===== src/rtl/button_debouncer.sv =====
// Per-button 2-flop synchronizer, consecutive-sample debouncer and press pulse.
// Define BTN_REPEAT_EN to compile in hold-to-repeat pulses.
module button_debouncer #(
    parameter int NBTN            = 3,
    parameter int DEBOUNCE_CYCLES = 1_000_000,
    parameter int REPEAT_DELAY    = 50_000_000,
    parameter int REPEAT_PERIOD   = 10_000_000
) (
    input  logic            CLK,
    input  logic            RESET,
    input  logic [NBTN-1:0] btn_raw,
    output logic [NBTN-1:0] btn_level,
    output logic [NBTN-1:0] btn_pulse
);

    localparam int DW = $clog2(DEBOUNCE_CYCLES + 1);
    localparam logic [DW-1:0] DB_LAST = DW'(DEBOUNCE_CYCLES - 1);

    if (DEBOUNCE_CYCLES < 1 || REPEAT_DELAY < 2 || REPEAT_PERIOD < 2) begin : g_bad_cfg
        $error("button_debouncer: illegal parameter set");
    end

    logic [NBTN-1:0] s1_q;
    logic [NBTN-1:0] s2_q;

    always_ff @(posedge CLK) begin
        if (RESET) begin
            s1_q <= '0;
            s2_q <= '0;
        end else begin
            s1_q <= btn_raw;
            s2_q <= s1_q;
        end
    end

`ifdef BTN_REPEAT_EN
    localparam int RMAX = (REPEAT_DELAY > REPEAT_PERIOD) ? REPEAT_DELAY : REPEAT_PERIOD;
    localparam int RW = $clog2(RMAX);
    localparam logic [RW-1:0] RD_LAST = RW'(REPEAT_DELAY - 1);
    localparam logic [RW-1:0] RP_LAST = RW'(REPEAT_PERIOD - 1);

    typedef enum logic [1:0] {
        IDLE,
        DELAY,
        REPEAT
    } state_e;
`endif

    for (genvar i = 0; i < NBTN; i++) begin : g_ch
        logic [DW-1:0] cnt_q;
        logic [DW-1:0] cnt_d;
        logic          level_q;
        logic          level_d;
        logic          pulse_q;
        logic          pulse_d;
        logic          rise;

        always_comb begin
            cnt_d   = '0;
            level_d = level_q;
            if (s2_q[i] != level_q) begin
                if (cnt_q == DB_LAST) begin
                    level_d = s2_q[i];
                end else begin
                    cnt_d = cnt_q + 1'b1;
                end
            end
        end

        assign rise = level_d & ~level_q;

`ifdef BTN_REPEAT_EN
        state_e        state_q;
        state_e        state_d;
        logic [RW-1:0] rcnt_q;
        logic [RW-1:0] rcnt_d;
        logic          fall;
        logic          rpt;

        assign fall = level_q & ~level_d;

        // An accepted release always beats a repeat due on the same edge.
        always_comb begin
            state_d = state_q;
            rcnt_d  = rcnt_q;
            rpt     = 1'b0;
            unique case (state_q)
                IDLE: begin
                    if (rise) begin
                        state_d = DELAY;
                        rcnt_d  = '0;
                    end
                end
                DELAY: begin
                    if (fall) begin
                        state_d = IDLE;
                        rcnt_d  = '0;
                    end else if (rcnt_q == RD_LAST) begin
                        state_d = REPEAT;
                        rcnt_d  = '0;
                        rpt     = 1'b1;
                    end else begin
                        rcnt_d = rcnt_q + 1'b1;
                    end
                end
                REPEAT: begin
                    if (fall) begin
                        state_d = IDLE;
                        rcnt_d  = '0;
                    end else if (rcnt_q == RP_LAST) begin
                        rcnt_d = '0;
                        rpt    = 1'b1;
                    end else begin
                        rcnt_d = rcnt_q + 1'b1;
                    end
                end
                default: begin
                    state_d = IDLE;
                    rcnt_d  = '0;
                end
            endcase
        end

        always_ff @(posedge CLK) begin
            if (RESET) begin
                state_q <= IDLE;
                rcnt_q  <= '0;
            end else begin
                state_q <= state_d;
                rcnt_q  <= rcnt_d;
            end
        end

        assign pulse_d = rise | rpt;
`else
        assign pulse_d = rise;
`endif

        always_ff @(posedge CLK) begin
            if (RESET) begin
                cnt_q   <= '0;
                level_q <= 1'b0;
                pulse_q <= 1'b0;
            end else begin
                cnt_q   <= cnt_d;
                level_q <= level_d;
                pulse_q <= pulse_d;
            end
        end

        assign btn_level[i] = level_q;
        assign btn_pulse[i] = pulse_q;
    end

endmodule


===== config.mk =====
export PLATFORM = sky130hd
export DESIGN_NAME = button_debouncer
export DESIGN_NICKNAME = d
export VERILOG_FILES = /design/src/rtl/button_debouncer.sv
export SDC_FILE = /design/constraint.sdc
export NUM_CORES = 1
export LEC_CHECK = 0
export BUFFER_PORTS_ARGS = -buffer_cell sky130_fd_sc_hd__buf_2
export CAP_MARGIN = 20
export CORE_ASPECT_RATIO = 2
export CORE_MARGIN = 10
export CORE_UTILIZATION = 45
export CTS_CLUSTER_DIAMETER = 120
export DETAILED_ROUTE_END_ITERATION = 16
export PLACE_DENSITY = 0.59
export SYNTH_ARGS = -nofsm -noshare
export SYNTH_HDL_FRONTEND = slang
export SYNTH_SLANG_ARGS = --single-unit

===== constraint.sdc =====
create_clock -name CLK -period 5 [get_ports CLK]
set_clock_uncertainty 0.15 [all_clocks]
set_input_delay 0.25 -clock CLK [delete_from_list [all_inputs] [get_ports CLK]]
set_output_delay 0.25 -clock CLK [all_outputs]
set_load 0.1 [all_outputs]

======== After elaboration in Yosys (flattened, before gate mapping) ========
Index checks and enable logic that the tools add are counted.
storage, ports and cells
  bits in registers ....................... 72
  input bits .............................. 5
  word-level logic and storage cells ...... 38
cells by class
  $add $sub $neg .......................... 3
  equality and inequality tests ........... 6
  mux-type cells .......................... 6
  bitwise operators ....................... 9
  reductions and logical operators ........ 3
operator list
  cell                     number
  $add A20 B1 Y20 const B  3
  $eq A20 B20 Y1 const B   3
  $reduce_or A3 Y1         3
  $mux W1                  6
  $not A1 Y1               6
  $and A1 B1 Y1            3
  $ne A1 B1 Y1             3

======== Longest topological paths before layout ========
  depth after elaboration ................. 4
  mapped depth ............................ 6

======== Worst setup path after synthesis ========
Ideal clock, no wire load.
  path type ............................... register to register
  start ................................... register g_ch[2].cnt_q[0]
  end ..................................... register g_ch[2].cnt_q[18]
  arrival ................................. 1.877 ns
  data required time ...................... 4.779 ns
  slack ................................... 2.902 ns
  cell stages (with the launch flop) ...... 6
  cells stage by stage .................... dfxtp_1 -> ha_1 -> nand4_2 -> or4_4 -> or4_1 -> a21oi_1
on the way
  word-level cells in the longest chain between the ends .. 2
  elaborated cells between the ends (all ways) .. 3
RTL lines
  what                                                                     RTL line  RTL
  from (decl)                                                              50        logic [DW-1:0] cnt_q;
  from (signal assigned)                                                   145       cnt_q <= cnt_d;
  parallel branches: the longest is 2 deep, another holds $add A20 B1 Y20  -
Several ways; the timed one is not identified.
A chain may end at the register's enable or synchronous reset.

======== Worst setup path after layout ========
  start ................................... register g_ch[0].cnt_q[11]
  end ..................................... register g_ch[0].cnt_q[10]
on the way
  word-level cells in the longest chain between the ends .. 2
RTL lines
  what                               RTL line  RTL
  from (decl)                        50
  from (signal assigned)             145
  $eq A20 B20 Y1                     62        if (cnt_q == DB_LAST) begin
  $reduce_or A3 Y1 (no source line)  -
Every way passes these cells.

==> reports/qor.yml <==
chipWidth_um: 79.90
drt_iter0_drc: 112
cts_max_level: 3
core_um2: 6940
yosys_warnings: 0
grt_pass1_vias: 2545
combPwrFrac_pct: 1.0
synthMuxAreaShare_pct: 0
sw_frac_of_total_pct: 19.27
yosys.area.top_type_share_pct: 44.63
nFillCells: 671
end_kind: "flop"
ys_types: 43
synth_top_family_by_area: "simple AND/OR/NAND/NOR gates"
wl_per_cell_um: 14.21
leakage_nw: 1.104
dr.pass1.iters: 4
syn_area_per_cell_um2: 8.728
hpwl_um: 4829
setup_tns_ps: 0
grt.overflow.total: 0
ys.flop_type: "dfxtp_1"
synth-simple-area-share_pct: 32.00
cts_tree: "built"
clk_latency_ps: 330
path_clk_slew_ps: 60
timing.final.hold_violations: 0
antenna_found_initial: 0
synth_nets: 378
synth_edf_count: 0
drc_errors: 0
io_buffer_count: 10
synth_area_um2: 3229
nNetsFinal: 389
crit_arrival_ps: 2310
async_flop_share_pct: 0
fin_util_pct: 53.04
crit_slowest_cell: "o21ai_2"
viasPerCell: 5.342
grt_pass1_wl_um: 11410
fmax_ghz: 0.4392
final_common_cell: "dfxtp_1"
crit_type: "reg -> reg"
vdd.ir_drop.worst_uv: 226.6
maxSlewViolCount: 0
routed_wirelength_um: 6762
cts_resized: 0
hold_class: "in -> reg"
die-area_um2: 11170
drv_cap: 0
post_cts.repair.setup_buffers: 0
synth-compound-area-share_pct: 6.664
ys_ff_latch: 72
synth-seq-area-share_pct: 44.63
synth_xor_area_share_pct: 11.66
worstPathCellList: "or4b_1 > nand4b_1 > o21ai_2 > nor2_1"
die_y_um: 139.8
rsz0062_at_grt: "false"
cts.sinks: 72
critPathMaxFanout: 19
postRouteAntennaNets: 0
worst_slew_pin_slew_ps: 842.6
vias: 2543
hold_ws_ps: 107.1
grtUsageTotal_pct: 12.76
cts-root-buf: "clkbuf_16"
ios: 11
syn2layout_area_growth_pct: 13.99
syn_inst: 370
synth_fa_ha_area_share_pct: 1.162
crit_path_max_incr_delay_ps: 700
setup_viol: 0
min_period_ps: 2277
powerDensity_nw_per_um2: 351.8
pwr-share-clk_pct: 54.3
final.period_utilization_pct: 45.54
rows: 43
n_antenna_cell: 0
multiInputGateArea_um2: 1663
crit_path_start_kind: "flop"
final_cell_mix: "72 x dfxtp_1, 54 x nor2_1, 34 x xnor2_1"
grt_max_degree: 21
pwr-share-seq_pct: 44.7
initial_utilization_pct: 46.53
synth_area_leader_cell: "dfxtp_1"
drive_above_1_share_pct: 10.62
cp.required_ps: 5030
gp_congestion: 0.8088
p_int_mw: 1.045
cts_buffer_depth: 2
synth.area.top_cells: "dfxtp_1 45%, xnor2_1 9.2%, nor2_1 6.3%"
slew_headroom_pct: 43.82
status: "completed"
finalPower_mw: 1.295
cts-buffers-inserted: 9
regArea_um2: 1441
power_switching_mw: 0.2496
-- worst paths after layout --
kind                                         from                end  slack, ps  cells after the start
worst max-delay path            g_ch[0].cnt_q[11]  g_ch[0].cnt_q[10]       2720                      4
worst min-delay path                        RESET            s2_q[2]        110                      2
worst max register to register  g_ch[0].cnt_q[11]  g_ch[0].cnt_q[10]       2720                      4
worst min register to register            s1_q[2]            s2_q[2]        290                      1
-- synth_stat cells, types with 2 or more instances --
cell type,number
nand3_1,23
clkbuf_1,4
nor4_1,11
dfxtp_1,72
inv_1,12
nand4_2,2
nor3_1,14
and2_1,2
xor2_1,9
or2_2,2
a31o_2,2
buf_4,6
nand4_1,10
nor2_1,54
or4_1,6
nand4b_1,6
a21oi_1,17
nor2b_1,7
or3_1,6
ha_1,3
xnor2_1,34
and3_1,4
or3_2,2
o31ai_1,4
nor4b_1,5
buf_2,3
o21ai_0,11
nand2_1,24
-- per-layer routing --
layer,global-route usage (%),wire (µm),up-vias
li1,-,-,1324
met1,12.04,2590,1178
met2,23.37,3826,24
met3,2.710,112,17
met5,0,0,-
met4,8.116,233,0
-- power by group through the flow --
stage | clock (mW) | sequential [mW] | combinational (mW)
floorplan | 0 | 0.591 | 0.00815
global placement | 0 | 0.591 | 0.0118
detailed placement | 0 | 0.591 | 0.0119
CTS | 0.717 | 0.578 | 0.0138
global route | 0.736 | 0.579 | 0.0151
finish | 0.703 | 0.579 | 0.0134
-- kinds of logic after synthesis --
| logic type | after synthesis |
|---|---|
| fa+ha+maj | 3 |
| flops | 72 |
| xor+xnor | 43 |
| compound gates | 37 |
| simple gates | 189 |
| buf+inv | 26 |
-- stage by stage --
step,setup slack [ps],cell area [µm²],cells
6_report,2723,3681,476
3_3_place_gp,2797,3319,457
3_5_place_dp,2724,3319,457
4_1_cts,2716,3681,476
2_1_floorplan,2902,3229,370
5_1_grt,2583,3681,476
-- repair_timing --
action | CTS | global route
hold buffers | 3 | 0
endpoints found under the setup margin | 0 | 0
endpoints found under the hold margin | 3 | 0
-- layout make-up --
cell class / instances / area share, %
Clock buffer: 11 / 6.866
Clock inverter: 5 / 2.141
Inverter: 12 / 1.224
Multi-Input combinational cell: 272 / 45.17
Sequential cell: 72 / 39.16
Tap cell: 90 / 3.059
Timing Repair Buffer: 14 / 2.379
-- critical path, delay by kind of cell, from the launching register on --
family             cells  cell delay [ps]
AOI/OAI and AO/OA      1              700
DFF                    1              360
and+or+nand+nor        3              920
-- state kept, by name, indices dropped and copies added (netlist names) --
register / cells
g_ch.cnt_q: 60
g_ch.level_q: 3
g_ch.pulse_q: 3
s1_q: 3
s2_q: 3
(Power assumes the default switching activity.)
